$ cat config.mk
export PLATFORM = sky130hd
export DESIGN_NAME = interrupt_arbiter
export DESIGN_NICKNAME = d
export VERILOG_FILES = /design/src/rtl/intc_pkg.sv /design/src/rtl/intc_prio_tree.sv /design/src/rtl/interrupt_arbiter.sv
export SDC_FILE = /design/constraint.sdc
export NUM_CORES = 1
export LEC_CHECK = 0
export CAP_MARGIN = 20
export CORE_ASPECT_RATIO = 2
export CORE_MARGIN = 4
export CORE_UTILIZATION = 55
export CTS_CLUSTER_DIAMETER = 50
export DETAILED_ROUTE_END_ITERATION = 8
export GPL_TIMING_DRIVEN = 0
export HOLD_SLACK_MARGIN = 0.03
export PLACE_DENSITY = 0.88
export REMOVE_ABC_BUFFERS = 1
export SETUP_SLACK_MARGIN = 0.3
export SLEW_MARGIN = 30
export SYNTH_ARGS = -nofsm -noshare
export SYNTH_HDL_FRONTEND = slang
export SYNTH_SLANG_ARGS = --single-unit
$ cat constraint.sdc
create_clock -name clk -period 44.2 [get_ports clk]
set_input_delay 4.42 -clock clk [delete_from_list [all_inputs] [get_ports clk]]
set_output_delay 4.42 -clock clk [all_outputs]
set_load 0.05 [all_outputs]
$ cat src/rtl/intc_pkg.sv
// Shared types and default sizing for the interrupt arbiter.
package intc_pkg;

    localparam int unsigned INTC_NUM_SRC = 16;
    localparam int unsigned INTC_PRIO_W  = 3;
    localparam int unsigned INTC_ID_W    = 4;

    typedef enum logic [1:0] {
        SENSE_LOW  = 2'b00,
        SENSE_FALL = 2'b01,
        SENSE_RISE = 2'b10,
        SENSE_BOTH = 2'b11
    } sense_e;

    typedef enum logic [1:0] {
        IDLE = 2'b00,
        REQ  = 2'b01,
        SERV = 2'b10
    } arb_state_e;

endpackage

$ cat src/rtl/intc_prio_tree.sv
// Combinational winner finder: highest priority among eligible sources, lowest index on ties.
module intc_prio_tree
    import intc_pkg::*;
#(
    parameter int unsigned NUM_SRC = INTC_NUM_SRC,
    parameter int unsigned PRIO_W  = INTC_PRIO_W,
    parameter int unsigned ID_W    = INTC_ID_W
) (
    input  logic [NUM_SRC-1:0]        elig_i,
    input  logic [NUM_SRC*PRIO_W-1:0] ipr_i,
    output logic                      valid_o,
    output logic [ID_W-1:0]           id_o,
    output logic [PRIO_W-1:0]         prio_o
);

    always_comb begin
        valid_o = 1'b0;
        id_o    = '0;
        prio_o  = '0;
        // Ascending scan with strict compare keeps the lowest index on equal priority.
        for (int i = 0; i < NUM_SRC; i++) begin
            if (elig_i[i] && (!valid_o || (ipr_i[i*PRIO_W +: PRIO_W] > prio_o))) begin
                valid_o = 1'b1;
                id_o    = ID_W'(i);
                prio_o  = ipr_i[i*PRIO_W +: PRIO_W];
            end
        end
    end

endmodule

$ cat src/rtl/interrupt_arbiter.sv
// Interrupt arbiter: per-source pending latch, eligibility, req/ack/eoi sequencer.
// Define INTC_REQ_CANCEL_EN to withdraw a presented request that is no longer eligible.
module interrupt_arbiter
    import intc_pkg::*;
#(
    parameter int unsigned NUM_SRC = INTC_NUM_SRC,
    parameter int unsigned PRIO_W  = INTC_PRIO_W,
    parameter int unsigned ID_W    = INTC_ID_W
) (
    input  logic                      clk,
    input  logic                      rst_n,
    input  logic [NUM_SRC-1:0]        irq_in,
    input  logic [NUM_SRC-1:0]        ier,
    input  logic [2*NUM_SRC-1:0]      iscr,
    input  logic [NUM_SRC*PRIO_W-1:0] ipr,
    input  logic [PRIO_W-1:0]         cpu_mask,
    output logic                      int_req,
    output logic [ID_W-1:0]           int_id,
    output logic [PRIO_W-1:0]         int_prio,
    input  logic                      int_ack,
    input  logic                      int_eoi,
    output logic [NUM_SRC-1:0]        pend_out
);

    arb_state_e          state_q, state_d;
    logic                int_req_q, int_req_d;
    logic [ID_W-1:0]     int_id_q, int_id_d;
    logic [PRIO_W-1:0]   int_prio_q, int_prio_d;
    logic [NUM_SRC-1:0]  irq_d_q;
    logic [NUM_SRC-1:0]  pend_q, pend_d;
    logic [NUM_SRC-1:0]  elig;
    logic                ack_clr;
    logic                win_valid;
    logic [ID_W-1:0]     win_id;
    logic [PRIO_W-1:0]   win_prio;
    sense_e              sense;
    logic                edge_set;

    always_comb begin
        elig = '0;
        for (int i = 0; i < NUM_SRC; i++) begin
            elig[i] = pend_q[i] & ier[i] & (ipr[i*PRIO_W +: PRIO_W] > cpu_mask);
        end
    end

    intc_prio_tree #(
        .NUM_SRC (NUM_SRC),
        .PRIO_W  (PRIO_W),
        .ID_W    (ID_W)
    ) u_prio_tree (
        .elig_i  (elig),
        .ipr_i   (ipr),
        .valid_o (win_valid),
        .id_o    (win_id),
        .prio_o  (win_prio)
    );

    // Level sources track the line directly; edge sources latch until acked, and a
    // fresh edge in the ack cycle wins over the clear.
    always_comb begin
        pend_d   = pend_q;
        sense    = SENSE_LOW;
        edge_set = 1'b0;
        for (int i = 0; i < NUM_SRC; i++) begin
            sense    = sense_e'(iscr[2*i +: 2]);
            edge_set = 1'b0;
            unique case (sense)
                SENSE_FALL: edge_set = irq_d_q[i] & ~irq_in[i];
                SENSE_RISE: edge_set = ~irq_d_q[i] & irq_in[i];
                SENSE_BOTH: edge_set = irq_d_q[i] ^ irq_in[i];
                default:    edge_set = 1'b0;
            endcase
            if (sense == SENSE_LOW) begin
                pend_d[i] = ~irq_in[i];
            end else begin
                pend_d[i] = edge_set | (pend_q[i] & ~(ack_clr && (int_id_q == ID_W'(i))));
            end
        end
    end

    always_comb begin
        state_d    = state_q;
        int_req_d  = int_req_q;
        int_id_d   = int_id_q;
        int_prio_d = int_prio_q;
        ack_clr    = 1'b0;
        unique case (state_q)
            IDLE: begin
                if (win_valid) begin
                    int_id_d   = win_id;
                    int_prio_d = win_prio;
                    int_req_d  = 1'b1;
                    state_d    = REQ;
                end
            end
            REQ: begin
                if (int_ack) begin
                    ack_clr   = 1'b1;
                    int_req_d = 1'b0;
                    state_d   = SERV;
                end
`ifdef INTC_REQ_CANCEL_EN
                else if (!elig[int_id_q]) begin
                    int_req_d = 1'b0;
                    state_d   = IDLE;
                end
`endif
            end
            SERV: begin
                if (int_eoi) begin
                    state_d = IDLE;
                end
            end
            default: begin
                int_req_d = 1'b0;
                state_d   = IDLE;
            end
        endcase
    end

    always_ff @(posedge clk or negedge rst_n) begin
        if (!rst_n) begin
            state_q    <= IDLE;
            int_req_q  <= 1'b0;
            int_id_q   <= '0;
            int_prio_q <= '0;
            irq_d_q    <= '1;
            pend_q     <= '0;
        end else begin
            state_q    <= state_d;
            int_req_q  <= int_req_d;
            int_id_q   <= int_id_d;
            int_prio_q <= int_prio_d;
            irq_d_q    <= irq_in;
            pend_q     <= pend_d;
        end
    end

    assign int_req  = int_req_q;
    assign int_id   = int_id_q;
    assign int_prio = int_prio_q;
    assign pend_out = pend_q;

endmodule

==> metrics.txt, run 1 <==
Num CTS Buffers=5; EDFF count, synth=0; TritonCTS clock tree=done; CP max-delay cell=clkdlybuf4s50_1; CP Max Fanout=16; CP required=44.37 ns; IO Port Bufs=142; Post CTS Setup Buffer Count=0; worst hold endpoint=int_req; CP startpoint kind=input port; Worst-Skew Late Latency=0.29 ns; Die W=80.7 um; drt wl/cell=18.4 um; DRT antenna net count=0; area leader, netlist=ha_1; Final Util=74.0%; TritonCTS Sinks=42; Synth Instances=734; TritonRoute pass-1 iters=5; RePlAce Congestion=0.916; FP Rows=52; period utilisation layout=65.9%; peak supply drop=0.0346 mV; post-synthesis register bit count=42; arrival time at the worst endpoint=29.31 ns; most frequent cell after synthesis=ha_1; HP Start=int_req; full die area=0.0124 mm2; RR Startpoint=pend_out[0]; Setup Skew=0.00503 ns; Hold Crit Class=flip-flop to flip-flop; initial antenna violation count=0; GRT overflow=0; Ys Warns=0; WHS Path Cells=2; vias in the first global route=6625; run status=completed; hold buffers post-CTS=0; first-pass GRT wire length=29.9 mm; post-CTS resize count=0; Worst R2R End=int_id[2]; Slew Viols, Final=0; WL final=18.6 mm; top cells by count, synth=119 x ha_1, 81 x inv_1, 73 x nor2_1; slowest cell delay on critical path=0.91 ns; async set-reset flop share out of synthesis=100%; Vias/cell=6.16; highest clock rate=34.3 MHz; CP Class=input port to flip-flop; min Tclk post-route=29.14 ns; Post-Syn Area=0.00581 mm2; Detailed Place HPWL=15.4 mm; Area Growth Syn to Fin=30.1%; clk root buf=clkbuf_16; core area=0.0102 mm2; Worst slew margin=38.4%; chip height=153 um; Synth cell types=75; I/O Pins=143; max_cap viols=0; Reg clk slew, reported paths=0.06 ns; Pleak=3.47 nW; TNS Setup=0 ns; Final setup viols=0; clock buffer depth=2; Hold Vio Cnt, Final=0; FF-to-FF setup slack=20.30 ns; Worst Reg-to-Reg Cells=113; Iteration-0 DRC Markers=338; post-synth top area share=25.6%; share of cells above drive strength 1=7.17%; RSZ-0062 raised after global routing=no; GRT Overall Usage=30.2%; main flop type after synthesis=dfrtp_1; DR DRC count=0; Worst path most repeated cell=ha_1; Avg Inst Size Synth=7.92 um2; # diodes=0; # H-tree levels=2; share of the yosys chip area belonging to registers=18.4%; Slew @ Worst Pin=0.921 ns; Initial Utilization=56.9%; Vias=6246; power per cell area=35.0 mW/mm2; nets=1116; maximum number of pins on one net before global-route repair=26; fill count=812; Crit. End Element=flip-flop; largest cells by area after synthesis=ha_1 26%, dfrtp_1 11%, dfstp_2 7.2%
sequential cells by signal, indices dropped and copies added (netlist names):
signal    flops
state_q       2
int_prio      3
pend_out     16
int_req       1
irq_d_q      16
int_id        4
cell type report:
type / instances / area, um2 / area share [%]
clock buffers: 6 / 129 / 1.71
clock inverters: 2 / 37.5 / 0.497
inverters: 81 / 304 / 4.02
multi-input cells: 605 / 4410 / 58.4
flip-flops and latches: 42 / 1070 / 14.2
well taps: 135 / 169 / 2.23
repair buffers: 143 / 1440 / 19.0
cell usage in the layout (no fill, tap or decap), types with 15 or more instances in the layout:
cell             count
nand3_1             22
o21ai_0             72
dfrtp_1             26
nor2_1              73
ha_1               119
o21a_1              15
nor2b_1             22
nand2_1             59
dfstp_2             16
clkdlybuf4s50_1    141
a21oi_1             52
inv_1               81
cells by family after synthesis:
group	share of synthesized area, %
compound gates	30.4
buf+inv	5.79
mux	0.861
simple gates	18.7
fa+ha+maj	25.8
flops	18.4
layer usage:
layer  routed length (um)  share of wire, %  track usage, %
met4                 1030               5.5            17.6
met2                 9930                53            57.0
met5                    0                 0               0
met1                 6610                35            29.1
met3                 1060               5.7            5.06
how the worst max path moves through the flow:
stage                           start   endpoint  slack (ns)  depth (start not counted)
after floorplan           cpu_mask[1]  int_id[3]       18.99                        114
after global placement    cpu_mask[0]  int_id[3]       15.62                        116
after detailed placement  cpu_mask[0]  int_id[2]       14.99                        115
after CTS                 cpu_mask[0]  int_id[2]       15.24                        115
after global routing      cpu_mask[0]  int_id[2]       13.29                        114
final                     cpu_mask[0]  int_id[2]       15.06                        115
stage by stage:
step | worst slack [ns] | cells | power, W | hold slack (ns) | instance area, um2
floorplan | 18.99 | 728 | 0.000165 | 0.490 | 5780
global placement | 15.62 | 1005 | 0.000211 | 0.510 | 7370
detailed placement | 14.99 | 1006 | 0.000219 | 0.534 | 7380
CTS | 15.24 | 1014 | 0.000263 | 0.546 | 7550
global route | 13.29 | 1014 | 0.000284 | 0.583 | 7560
finish | 15.06 | 1014 | 0.000265 | 0.541 | 7560
power by group:
group / total, W / switching, W / internal, W
Sequential: 0.0000573 / 0.0000110 / 0.0000463
Clock: 0.0000421 / 0.0000155 / 0.0000267
Combinational: 0.000165 / 0.0000952 / 0.0000701
Total: 0.000265 / 0.000122 / 0.000143
worst max-delay path: cells and delay by family:
kind	cells	cell delay (ns)
and+or+nand+nor	29	5.40
buffers and inverters	5	1.09
AOI/OAI and AO/OA	64	13.42
adders and majority gates	17	4.91
Power figures use the tool's default switching activity.
==> inputs of run 2 (changes only) <==
--- a/config.mk
+++ b/config.mk
@@ -8,12 +8,12 @@
 export CAP_MARGIN = 20
 export CORE_ASPECT_RATIO = 2
 export CORE_MARGIN = 4
-export CORE_UTILIZATION = 55
+export CORE_UTILIZATION = 47
 export CTS_CLUSTER_DIAMETER = 50
 export DETAILED_ROUTE_END_ITERATION = 8
 export GPL_TIMING_DRIVEN = 0
 export HOLD_SLACK_MARGIN = 0.03
-export PLACE_DENSITY = 0.88
+export PLACE_DENSITY = 0.8
 export REMOVE_ABC_BUFFERS = 1
 export SETUP_SLACK_MARGIN = 0.3
 export SLEW_MARGIN = 30
==> constraint.sdc (replaced) <==
create_clock -name clk -period 25.6 [get_ports clk]
set_input_delay 2.56 -clock clk [delete_from_list [all_inputs] [get_ports clk]]
set_output_delay 2.56 -clock clk [all_outputs]
set_load 0.05 [all_outputs]
==> run 2 against run 1 <==
Global-route usage is 6.3 points lower. Critical endpoint is now int_id[3]. Clock power is 54% higher. Register-to-register slack worse by 16 ns. Die area is 16% higher. Setup slack worse by 14 ns. Flip-flop and latch count stayed put. Cell count is 4.5% higher.
==> metrics.txt, run 2 (synthesis results as in run 1) <==
Setup Skew=0.00748 ns (+0.00245 ns); IO Port Bufs=142 (unchanged); CP max-delay cell=clkdlybuf4s50_1; Pleak=3.65 nW (+5.3%); WHS Path Cells=2 (unchanged); RSZ-0062 raised after global routing=no; Initial Utilization=47.9% (-9.0 points); Hold Crit Class=flip-flop to flip-flop; Area Growth Syn to Fin=38.3%; TritonRoute pass-1 iters=5 (unchanged); arrival time at the worst endpoint=24.29 ns (-5.02 ns); full die area=0.0143 mm2 (+16%); Slew @ Worst Pin=0.757 ns (-0.164 ns); Worst-Skew Late Latency=0.28 ns (about the same); drt wl/cell=16.7 um (-9.1%); first-pass GRT wire length=27.5 mm (-7.9%); Worst R2R End=int_id[3]; min Tclk post-route=24.12 ns; initial antenna violation count=0 (unchanged); # H-tree levels=2 (unchanged); RR Startpoint=pend_out[0]; GRT overflow=0 (unchanged); clock buffer depth=2 (unchanged); placed instance area=0.00738 mm2 (about the same); Vias=6157 (-1.4%); Slew Viols, Final=0 (unchanged); Worst slew margin=49.4% (+11 points); clk root buf=clkbuf_16; Hold Vio Cnt, Final=0 (unchanged); WL final=17.7 mm (-5.0%); worst hold endpoint=int_req; Iteration-0 DRC Markers=263 (-22%); design area=0.00804 mm2 (+6.3%); Worst path most repeated cell=ha_1; HP Start=int_req; leading cell type in the layout, fill and taps excluded=clkdlybuf4s50_1; CP Max Fanout=9 (-7); TritonCTS Sinks=42 (unchanged); FP Rows=57 (+9.6%); core area=0.0121 mm2 (+19%); CP startpoint kind=input port; Vias/cell=5.81 (-5.7%); Final setup viols=0 (unchanged); FF-to-FF setup slack=4.43 ns (-15.87 ns); hold buffers post-CTS=0 (unchanged); Crit. End Element=flip-flop; TritonCTS clock tree=done; Reg clk slew, reported paths=0.06 ns (about the same); GRT Overall Usage=23.8% (-6.3 points); I/O Pins=143 (unchanged); Die W=86.6 um (+7.4%); RePlAce Congestion=0.926 (+1.1%); chip height=165 um (+7.7%); CP Class=input port to flip-flop; Detailed Place HPWL=14.0 mm (-9.0%); run status=completed; hold_ws=0.505 ns (-0.0354 ns); nets=1150 (+3.0%); TNS Setup=0 ns (unchanged); period utilisation layout=94.2%; vias in the first global route=6034 (-8.9%); commonest cells after routing, fill and taps aside=140 x clkdlybuf4s50_1, 119 x ha_1, 79 x inv_1, 72 x nor2_1, 68 x o21ai_0; power per cell area=58.6 mW/mm2 (+67%); Worst Reg-to-Reg Cells=115 (+1.8%); share of cells above drive strength 1=13.8% (+6.6 points); maximum number of pins on one net before global-route repair=43 (+65%); max_cap viols=0 (unchanged); DRT antenna net count=0 (unchanged); slowest cell delay on critical path=0.50 ns (-0.41 ns); peak supply drop=0.0501 mV (+45%); highest clock rate=41.5 MHz; DR DRC count=0 (unchanged); # diodes=0 (unchanged); Power Total=0.000471 W (+78%); Final Util=66.3% (-7.7 points); Num CTS Buffers=5 (unchanged); CP required=25.77 ns (-18.60 ns)
-- run 2: per-stage QoR --
| stage | setup WS [ns] | instances |
|---|---|---|
| 2_1_floorplan | 2.25 | 728 |
| 3_3_place_gp | -1.25 | 1017 |
| 3_5_place_dp | -1.50 | 1017 |
| 4_1_cts | 0.306 | 1027 |
| 5_1_grt | 0.0778 | 1060 |
| 6_report | 1.48 | 1060 |
-- run 2: cell type report --
cell class	instances	area [um2]
flip-flops and latches	42	1070
fillers	1033	4090
well taps	147	184
repair buffers	177	1680
inverters	81	312
multi-input cells	605	4640
clock buffers	6	139
clock inverters	2	12.5
-- run 2: how the worst max path moves through the flow --
stage             endpoint  slack, ns  cells past startpoint        start
2_1_floorplan    int_id[3]       2.25                    114  cpu_mask[1]
3_3_place_gp     int_id[3]      -1.25                    114  cpu_mask[0]
3_5_place_dp     int_id[3]      -1.50                    114  cpu_mask[0]
4_1_cts          int_id[2]       0.31                    116  cpu_mask[1]
5_1_grt        int_prio[2]       0.08                    123  cpu_mask[1]
6_report         int_id[3]       1.48                    119  cpu_mask[1]
-- run 2: per-layer routing --
metal | GRT usage (%) | vias to the layer above | share of wire [%]
li1 | - | 3036 | -
met1 | 24.9 | 2845 | 36
met2 | 45.4 | 208 | 54
met3 | 3.03 | 68 | 5.1
met4 | 11.8 | 0 | 5.4
met5 | 0 | - | 0
-- run 2: where the power goes --
group	internal (W)	switching (W)	total, W	leakage [nW]
Clock	0.0000386	0.0000262	0.0000648	0.0729
Sequential	0.0000800	0.0000185	0.0000984	0.465
Combinational	0.000136	0.000172	0.000308	3.11
Total	0.000255	0.000216	0.000471	3.65
-- run 2: worst max-delay path, delay by kind of cell --
kind / cells / cell delay, ns
adder cells (fa/ha/maj): 17 / 4.95
buffers and inverters: 6 / 0.91
AO/OA/AOI/OAI: 65 / 10.98
AND/OR/NAND/NOR: 31 / 4.88
-- run 2: timing repair --
item,in CTS,in global routing
resized for setup,11,43
buffers inserted,2,33
setup endpoints to repair,7,7
pin swaps,0,17
==> inputs of run 3 (changes only) <==
--- a/config.mk
+++ b/config.mk
@@ -8,12 +8,13 @@
 export CAP_MARGIN = 20
 export CORE_ASPECT_RATIO = 2
 export CORE_MARGIN = 4
-export CORE_UTILIZATION = 47
+export CORE_UTILIZATION = 57
 export CTS_CLUSTER_DIAMETER = 50
 export DETAILED_ROUTE_END_ITERATION = 8
+export DONT_BUFFER_PORTS = 1
 export GPL_TIMING_DRIVEN = 0
 export HOLD_SLACK_MARGIN = 0.03
-export PLACE_DENSITY = 0.8
+export PLACE_DENSITY = 0.75
 export REMOVE_ABC_BUFFERS = 1
 export SETUP_SLACK_MARGIN = 0.3
 export SLEW_MARGIN = 30
==> run 3 against run 2 <==
Clock-buffer cell count rose by 1. Critical endpoint unchanged. Worst hold slack improved by 0.052 ns. Design area fell by 20%.
==> metrics.txt, run 3 (synthesis results as in run 1) <==
Worst slew margin=40.0% (-9.5 points); placed instance area=0.00595 mm2 (-19%); GRT overflow=0 (unchanged); clock share of power=15.1% (+1.3 points); fill count=875 (-15%); GRT Overall Usage=29.7% (+5.8 points); Final Util=65.0% (-1.3 points); DR DRC count=0 (unchanged); min Tclk post-route=24.10 ns (-0.0258 ns); Hold Vio Cnt, Final=0 (unchanged); Crit. End Element=flip-flop; Inst Count DP=860 (-15%); max_cap viols=0 (unchanged); Switching Fraction=48.5% (+2.6 points); FP Rows=51 (-11%); RSZ-0062 raised after global routing=no; FF-to-FF setup slack=3.51 ns (-0.92 ns); # H-tree levels=2 (unchanged); Num CTS Buffers=5 (unchanged); IO Port Bufs=0 (-100%); TritonCTS clock tree=done; multi-input logic area=0.00454 mm2 (-2.1%); peak supply drop=0.0694 mV (+39%); RePlAce Congestion=0.908 (-1.9%); Crit path buffers/inverters=5 (-1); maximum number of pins on one net before global-route repair=43 (unchanged); Hold Crit Class=flip-flop to flip-flop; DRT antenna net count=0 (unchanged); net switching power=0.000201 W (-7.3%); DP Worst Slack=-1.25 ns (+0.249 ns); # diodes=0 (unchanged); Sequential Area=0.00107 mm2 (unchanged); initial antenna violation count=0 (unchanged); clock buffer depth=2 (unchanged); CP startpoint kind=input port; commonest cells after routing, fill and taps aside=119 x ha_1, 79 x inv_1, 72 x nor2_1, 71 x o21ai_0, 59 x nand2_1; Area Growth Syn to Fin=9.99%; period utilisation layout=94.1% (-0.10 points); TritonCTS Sinks=42 (unchanged); core area=0.00983 mm2 (-19%); arrival time at the worst endpoint=24.27 ns (-0.02 ns); Setup Skew=0.00506 ns (-0.00241 ns); Slew Viols, Final=0 (unchanged); Pleak=3.00 nW (-18%); Final setup viols=0 (unchanged); Worst path most repeated cell=ha_1; chip height=151 um (-8.8%); run status=completed; vias in the first global route=6034 (unchanged); full die area=0.0120 mm2 (-16%); fin cells=891 (-16%); TritonRoute pass-1 iters=5 (unchanged); share of cells above drive strength 1=13.4% (-0.36 points); CP max-delay cell=or3b_4; register share of total power=32.2% (+11 points); Initial Utilization=59.1% (+11 points); combinational power share=52.7% (-13 points); Vias/cell=6.44 (+11%); Die W=79.4 um (-8.3%); Detailed Place HPWL=14.5 mm (+3.2%); WL final=17.7 mm (+0.23%); Reg clk slew, reported paths=0.06 ns (about the same); clk root buf=clkbuf_16; leading cell type in the layout, fill and taps excluded=ha_1; power per cell area=64.7 mW/mm2 (+10%); Iteration-0 DRC Markers=201 (-24%); design area=0.00639 mm2 (-20%); CP required=25.77 ns (about the same); TNS Setup=0 ns (unchanged); first-pass GRT wire length=28.0 mm (+1.8%); CP Max Fanout=9 (unchanged); nets=996 (-13%); Worst-Skew Late Latency=0.29 ns (about the same); highest clock rate=41.5 MHz (+0.11%); Slew @ Worst Pin=0.895 ns (+0.137 ns); slowest cell delay on critical path=0.44 ns (-0.06 ns); setup slack after layout=1.50 ns (+0.0258 ns); crit-path leading delay family=compound AO/OA/AOI/OAI gates; Vias=5741 (-6.8%); Pint=0.000213 W (-17%); drt wl/cell=19.9 um (+19%); CP Class=input port to flip-flop; I/O Pins=143 (unchanged)
## run 3: cell types whose count changed in the layout (fill, tap and decap cells not counted), sizes merged
cell           change
clkdlybuf4s15      -1
clkbuf             +1
o21ai              +1
clkdlybuf4s50    -140
clkinv             -1
buf               -14
## run 3: area by class of cell
class                   count  share of cell area [%]
multi-input cells         606                    71.0
flip-flops and latches     42                    16.8
inverters                  81                    4.87
clock buffers               7                    2.08
clock inverters             1                   0.117
repair buffers             22                    2.58
well taps                 132                    2.58
## run 3: through the flow
stage	power (W)	hold slack, ns
final	0.000413	0.557
after global routing	0.000447	0.610
after CTS	0.000400	0.562
after detailed placement	0.000333	0.556
after global placement	0.000323	0.525
after floorplan	0.000284	0.490
## run 3: what timing repair did
item,CTS,global route
resized for setup,10,21
pin swaps,0,8
setup buffers,1,21
setup endpoints to repair,7,7
cloned,0,1
hold buffers,0,0
## run 3: per-layer routing
metal / global-route usage (%) / up-vias / routed length, um
met4: 15.6 / 0 / 947
met1: 26.3 / 2679 / 5570
met3: 7.68 / 83 / 1380
met2: 58.8 / 255 / 9830
li1: - / 2724 / -
met5: 0 / - / 0
## run 3: path summary, 6_finish.rpt
check                                  from    endpoint  cells past startpoint
max in group asynchronous             rst_n  irq_d_q[0]                      0
worst min-delay path             state_q[1]  state_q[0]                      1
worst max register to register  pend_out[0]   int_id[3]                    114
worst min register to register   state_q[1]  state_q[0]                      1
worst max-delay path            cpu_mask[1]   int_id[3]                    117
min in group asynchronous             rst_n     int_req                      0
## run 3: power groups by stage
stage,clock (W),combinational [W],sequential (W)
finish,0.0000624,0.000218,0.000133
global route,0.0000657,0.000246,0.000135
CTS,0.0000638,0.000203,0.000133
detailed placement,0,0.000199,0.000134
global placement,0,0.000189,0.000134
floorplan,0,0.000159,0.000126
